===== config.mk =====
export PLATFORM = sky130hd
export DESIGN_NAME = note_div_calc
export DESIGN_NICKNAME = d
export VERILOG_FILES = /design/src/rtl/note_div_pkg.sv /design/src/rtl/note_div_calc_serial_divider.sv /design/src/rtl/note_div_calc.sv
export SDC_FILE = /design/constraint.sdc
export NUM_CORES = 1
export LEC_CHECK = 0
export ABC_AREA = 1
export CAP_MARGIN = 20
export CELL_PAD_IN_SITES_DETAIL_PLACEMENT = 0
export CELL_PAD_IN_SITES_GLOBAL_PLACEMENT = 1
export CORE_UTILIZATION = 39
export DETAILED_ROUTE_END_ITERATION = 6
export HOLD_SLACK_MARGIN = 0.1
export PLACE_DENSITY_LB_ADDON = 0.1
export SLEW_MARGIN = 20
export SYNTH_ARGS = -nofsm -noshare
export SYNTH_HDL_FRONTEND = slang
export SYNTH_SLANG_ARGS = --single-unit

===== constraint.sdc =====
create_clock -name clk -period 7.2 [get_ports clk]
set_clock_uncertainty 0.15 [all_clocks]
set_input_delay 1.08 -clock clk [delete_from_list [all_inputs] [get_ports clk]]
set_output_delay 1.08 -clock clk [all_outputs]
set_load 0.03 [all_outputs]

===== src/rtl/note_div_pkg.sv =====
// Shared constants, state encoding and helpers for the note divider calculator.
// Defining NOTE_DIV_ROUND_EN switches the divider to round-to-nearest (one extra iteration per channel).
package note_div_pkg;

  localparam int DIVIDEND   = 100_000_000;
  localparam int DVD_W      = 27;
  localparam int OUT_W      = 22;
  localparam int SILENT_DIV = 1;

  // An octave-up shift of a 32-bit frequency needs 33 bits; the remainder needs one more.
  localparam int DS_W  = 33;
  localparam int REM_W = DS_W + 1;

`ifdef NOTE_DIV_ROUND_EN
  localparam int ITER = DVD_W + 1;
`else
  localparam int ITER = DVD_W;
`endif
  localparam int CNT_W = $clog2(ITER + 1);

  localparam logic [2:0] OCT_DOWN = 3'd1;
  localparam logic [2:0] OCT_UP   = 3'd3;

  typedef enum logic [2:0] {
    IDLE,
    DIV_L,
    LOAD_R,
    DIV_R,
    COMMIT
  } state_t;

  function automatic logic [DS_W-1:0] effective_divisor(input logic [31:0] freq,
                                                       input logic [2:0]  octave);
    logic [DS_W-1:0] d;
    case (octave)
      OCT_DOWN: d = {2'b00, freq[31:1]};
      OCT_UP:   d = {freq, 1'b0};
      default:  d = {1'b0, freq};
    endcase
    return d;
  endfunction

  function automatic logic [ITER-1:0] dividend_for(input logic [DS_W-1:0] divisor);
`ifdef NOTE_DIV_ROUND_EN
    return ITER'(DIVIDEND) + ITER'(divisor >> 1);
`else
    return ITER'(DIVIDEND) + ITER'(divisor & '0);
`endif
  endfunction

  // A zero divisor means silence; otherwise keep the quotient inside what note_gen can count.
  function automatic logic [OUT_W-1:0] clamp_result(input logic [DS_W-1:0] divisor,
                                                    input logic [ITER-1:0] quotient);
    logic [OUT_W-1:0] r;
    if (divisor == '0)
      r = OUT_W'(SILENT_DIV);
    else if (quotient == '0)
      r = OUT_W'(1);
    else if (quotient > ITER'((1 << OUT_W) - 1))
      r = '1;
    else
      r = quotient[OUT_W-1:0];
    return r;
  endfunction

endpackage


===== src/rtl/note_div_calc_serial_divider.sv =====
// Restoring divider producing one quotient bit per clock, MSB first.
// The dividend shifts out of the same register the quotient shifts into.
module serial_divider #(
  parameter int DVD_BITS = 27,
  parameter int DSR_BITS = 33
) (
  input  logic                clk,
  input  logic                rst,
  input  logic                load,
  input  logic [DVD_BITS-1:0] dividend,
  input  logic [DSR_BITS-1:0] divisor,
  output logic [DVD_BITS-1:0] quotient,
  output logic [DSR_BITS:0]   rem,
  output logic                valid
);

  localparam int CW = $clog2(DVD_BITS + 1);

  logic [DSR_BITS-1:0] dsr;
  logic [CW-1:0]       cnt;
  logic [DSR_BITS:0]   rem_shift;
  logic [DSR_BITS:0]   rem_diff;
  logic                fits;

  // The partial remainder always stays below the divisor, so its top bit is never needed in the shift.
  always_comb begin
    rem_shift = {rem[DSR_BITS-1:0], quotient[DVD_BITS-1]};
    rem_diff  = rem_shift - {1'b0, dsr};
    fits      = (rem_shift >= {1'b0, dsr});
  end

  always_ff @(posedge clk or posedge rst) begin
    if (rst) begin
      rem      <= '0;
      quotient <= '0;
      dsr      <= '0;
      cnt      <= '0;
    end else if (load) begin
      rem      <= '0;
      quotient <= dividend;
      dsr      <= divisor;
      cnt      <= CW'(DVD_BITS);
    end else if (cnt != '0) begin
      rem      <= fits ? rem_diff : rem_shift;
      quotient <= {quotient[DVD_BITS-2:0], fits};
      cnt      <= cnt - 1'b1;
    end
  end

  assign valid = (cnt == '0);

endmodule


===== src/rtl/note_div_calc.sv =====
// Computes both note_gen clock dividers from raw frequencies with one shared serial divider.
// Optional round-to-nearest build: define NOTE_DIV_ROUND_EN.
module note_div_calc
  import note_div_pkg::*;
(
  input  logic             clk,
  input  logic             rst,
  input  logic [31:0]      freq_l,
  input  logic [31:0]      freq_r,
  input  logic [2:0]       octave,
  output logic [OUT_W-1:0] note_div_l,
  output logic [OUT_W-1:0] note_div_r,
  output logic             busy,
  output logic             done
);

  state_t state, state_next;

  logic [31:0]      snap_l, snap_r;
  logic [2:0]       snap_oct;
  logic             force_pass;
  logic [CNT_W-1:0] iter;
  logic [OUT_W-1:0] hold_l;

  logic             changed;
  logic             start;
  logic             div_load;
  logic [DS_W-1:0]  live_dsr_l;
  logic [DS_W-1:0]  snap_dsr_l;
  logic [DS_W-1:0]  snap_dsr_r;
  logic [DS_W-1:0]  div_dsr;
  logic [ITER-1:0]  quotient;
  logic [REM_W-1:0] rem;
  logic             valid;
  logic             unused_div;

  assign changed    = ({freq_l, freq_r, octave} != {snap_l, snap_r, snap_oct});
  assign start      = force_pass || changed;
  assign live_dsr_l = effective_divisor(freq_l, octave);
  assign snap_dsr_l = effective_divisor(snap_l, snap_oct);
  assign snap_dsr_r = effective_divisor(snap_r, snap_oct);
  assign unused_div = ^{rem, valid};

  serial_divider #(
    .DVD_BITS (ITER),
    .DSR_BITS (DS_W)
  ) u_div (
    .clk      (clk),
    .rst      (rst),
    .load     (div_load),
    .dividend (dividend_for(div_dsr)),
    .divisor  (div_dsr),
    .quotient (quotient),
    .rem      (rem),
    .valid    (valid)
  );

  always_ff @(posedge clk or posedge rst) begin
    if (rst) state <= IDLE;
    else     state <= state_next;
  end

  always_comb begin
    state_next = state;
    case (state)
      IDLE:    if (start) state_next = DIV_L;
      DIV_L:   if (iter == '0) state_next = LOAD_R;
      LOAD_R:  state_next = DIV_R;
      DIV_R:   if (iter == '0) state_next = COMMIT;
      COMMIT:  state_next = IDLE;
      default: state_next = IDLE;
    endcase
  end

  // The left channel loads straight from the live inputs on the same edge the snapshot is taken.
  always_comb begin
    busy     = (state != IDLE);
    div_load = 1'b0;
    div_dsr  = live_dsr_l;
    case (state)
      IDLE:   div_load = start;
      LOAD_R: begin
        div_load = 1'b1;
        div_dsr  = snap_dsr_r;
      end
      default: ;
    endcase
  end

  always_ff @(posedge clk or posedge rst) begin
    if (rst) begin
      snap_l     <= '0;
      snap_r     <= '0;
      snap_oct   <= '0;
      force_pass <= 1'b1;
      iter       <= '0;
      hold_l     <= OUT_W'(SILENT_DIV);
      note_div_l <= OUT_W'(SILENT_DIV);
      note_div_r <= OUT_W'(SILENT_DIV);
      done       <= 1'b0;
    end else begin
      done <= (state == COMMIT);
      if (div_load)
        iter <= CNT_W'(ITER - 1);
      else if (iter != '0)
        iter <= iter - 1'b1;
      if (state == IDLE && start) begin
        snap_l     <= freq_l;
        snap_r     <= freq_r;
        snap_oct   <= octave;
        force_pass <= 1'b0;
      end
      // Left result is complete once the right channel takes over the divider.
      if (state == LOAD_R)
        hold_l <= clamp_result(snap_dsr_l, quotient);
      if (state == COMMIT) begin
        note_div_l <= hold_l;
        note_div_r <= clamp_result(snap_dsr_r, quotient);
      end
    end
  end

endmodule


==> reports/metrics.yaml <==
fmax_mhz: 255
layout_min_cycle_time_ns: 3.93
grt_pass1_wl_mm: 77.5
nNetsFinal: 2448
async_flop_share: 1.00
synth-seq-cells: 241
met3_usage: 0.0250
syn-num-nets: 2384
cts_setup_buffers: 0
totalWireLength_mm: 47.8
reg2reg_from: "u_div.rem[27]$_DFFE_PP0P_"
globalplace.congestion: 0.900
ctsLongestPathBuffers: 3
synth.top_cell.area_share: 0.385
clockRootBuffer: "clkbuf_16"
power.leakage_nw: 9.05
regToRegSetupSlack_ns: 3.42
post_cts_resized: 0
critPathLaunch: "freq_r[19]"
hpwl_mm: 34.7
finalPower_mw: 5.38
overflow: 0
synth_area_leaders: "dfrtp_1, nand2_1, inv_1, nand3_1, o21ai_0"
rsz0062_at_grt: "false"
peakVddDrop_uv: 164
core_um2: 38800
slew-limit-headroom: 0.281
cts_sinks: 241
ant_nets: 0
status: "finished clean"
synthFlopType: "dfrtp_1"
min-delay-path-class: "reg -> reg"
max_cap_violations: 0
syn_area_per_cell_um2: 6.77
grt_pass1_vias: 14000
critPathKind: "in -> reg"
rr_worst_depth: 13
start_util: 0.397
chipHeight_um: 201
die-area_um2: 40300
cts_buffers: 30
clkTransAtPathRegs_ns: 0.06
synthCells: 2277
synth-edff-count: 0
finalHoldViolations: 0
startpoint_type: "input pin"
cts_tree: "done"
dr.pass1.iters: 5
htreeDepth: 1
yosysMostFrequentCell: "nand2_1"
critical_path_arrival_ns: 4.21
cp_slowest_cell: "nand2_4"
endpoint: "u_div.dsr[7]$_DFFE_PP0P_"
antenna_found_initial: 0
crit_fanout: 70
ioPinCount: 115
slew_viol_final: 0
ctsHoldBuffers: 0
fin_util: 0.464
rows: 72
crit_top_cell: "nand2_1"
worstPathCellList: "clkdlybuf4s50_1 > inv_1 > nand2_1 > nand2_1 > nor2_1 > nand2_1 > nor2_1 > nand2_1 > nor2_2 > nand3_1 > nand2_4 > nand2_2 > buf_4 > nand2_1 > o21ai_2"
fin_crit_sh: 0.546
power_per_cell_area_nw_per_um2: 299
syn2layout_area_growth_pct: 16.8
drive_gt1_frac: 0.0469
vias_per_cell: 5.00
port_buffers: 114
grt.busiest_layer: "met2"
fin_tns_setup_ns: 0
worstMarginPinSlew_ns: 1.08
vias: 14400
grt_usage: 0.240
wl_per_cell_um: 16.6
syn_area_um2: 15400
die_w_um: 201
drtIter0Drc: 971
end_kind: "register"
diodes: 0
insertion_delay_ns: 0.60
ys_top_cells_by_count: "nand2_1, inv_1, dfrtp_1"
globalRouteMet1Util: 0.331
ys_warn_count: 0
required_ns: 7.49
slowest_delay_ns: 0.53
drc: 0
setup_viol: 0
ys_seq_area_frac: 0.392
grt.met2_usage: 0.389
rr_endpoint: "u_div.rem[25]$_DFFE_PP0P_"
grt_max_degree: 133
yosys.area.top_type: "dfrtp_1"
yosys.cell_types.count: 41
[sequential cells by signal, summed over array words and instances, names as in the netlist, 5 cells and up]
register        cells
u_div.quotient     27
snap_l             32
hold_l             22
u_div.dsr          33
iter                5
u_div.rem          33
snap_r             32
u_div.cnt           5
note_div_r         22
note_div_l         22
[critical path: cells and delay by family]
kind | cells | cell delay [ns]
buffers and inverters | 3 | 0.95
and+or+nand+nor | 11 | 2.09
AOI/OAI and AO/OA | 1 | 0.06
[power by group]
group	total (mW)	switching, mW	leakage (nW)	internal [mW]
logic	2.10	1.35	5.50	0.748
clock network	1.63	0.631	0.515	1.00
registers	1.65	0.135	3.03	1.51
[placed cells by master (no fill, tap or decap), types with 19 or more instances in the layout]
| cell type | synthesis | routed |
|---|---|---|
| a21oi_1 | 49 | 49 |
| clkbuf_16 | 0 | 30 |
| clkdlybuf4s50_1 | 0 | 114 |
| dfrtp_1 | 237 | 237 |
| ha_1 | 37 | 37 |
| inv_1 | 305 | 303 |
| nand2_1 | 761 | 759 |
| nand3_1 | 186 | 186 |
| nor2_1 | 164 | 162 |
| o211ai_1 | 19 | 19 |
| o21ai_0 | 171 | 171 |
| o21ai_1 | 52 | 52 |
| o22ai_1 | 54 | 54 |
| xor2_1 | 27 | 27 |
[worst min-delay path by stage]
| stage | start | end | slack, ns | depth (start not counted) |
|---|---|---|---|---|
| after floorplan | force_pass$_DFFE_PP1P_ | force_pass$_DFFE_PP1P_ | 0.29 | 2 |
| after global placement | hold_l[0]$_DFFE_PP1P_ | note_div_l[0]$_DFFE_PP1P_ | 0.30 | 2 |
| after detailed placement | hold_l[0]$_DFFE_PP1P_ | note_div_l[0]$_DFFE_PP1P_ | 0.31 | 2 |
| after CTS | hold_l[0]$_DFFE_PP1P_ | note_div_l[0]$_DFFE_PP1P_ | 0.32 | 2 |
| after global routing | hold_l[0]$_DFFE_PP1P_ | note_div_l[0]$_DFFE_PP1P_ | 0.34 | 2 |
| final | hold_l[0]$_DFFE_PP1P_ | note_div_l[0]$_DFFE_PP1P_ | 0.31 | 2 |
[metrics by stage]
step                      worst slack (ns)  area [um^2]  hold slack, ns  cells
after global routing                  2.90        18000           0.340   2883
after CTS                             3.32        18000           0.316   2883
after floorplan                       2.81        15400           0.287   2277
after global placement                2.74        16900           0.305   2826
final                                 3.27        18000           0.314   2883
after detailed placement              2.72        16900           0.307   2827
[kinds of logic after synthesis]
logic type,after synthesis,share of synthesized area
compound gates,363,0.129
buf+inv,407,0.106
xor+xnor,38,0.0216
fa+ha+maj,38,0.0313
simple gates,1190,0.320
flops,241,0.392
[cell type report]
cell class              count  area, um^2
flip-flops and latches    241        6040
well taps                 518         648
multi-input cells        1629        7780
clock buffers              41         842
clock inverters            15         239
inverters                 311        1170
repair buffers            128        1280
fillers                  4075       20800
[routing by layer]
metal,vias to the layer above,share of wire
met5,-,0
met4,0,0.039
met3,68,0.037
met2,280,0.46
met1,6694,0.47
li1,7373,-
Note: power is estimated with default switching activity, not from simulation.
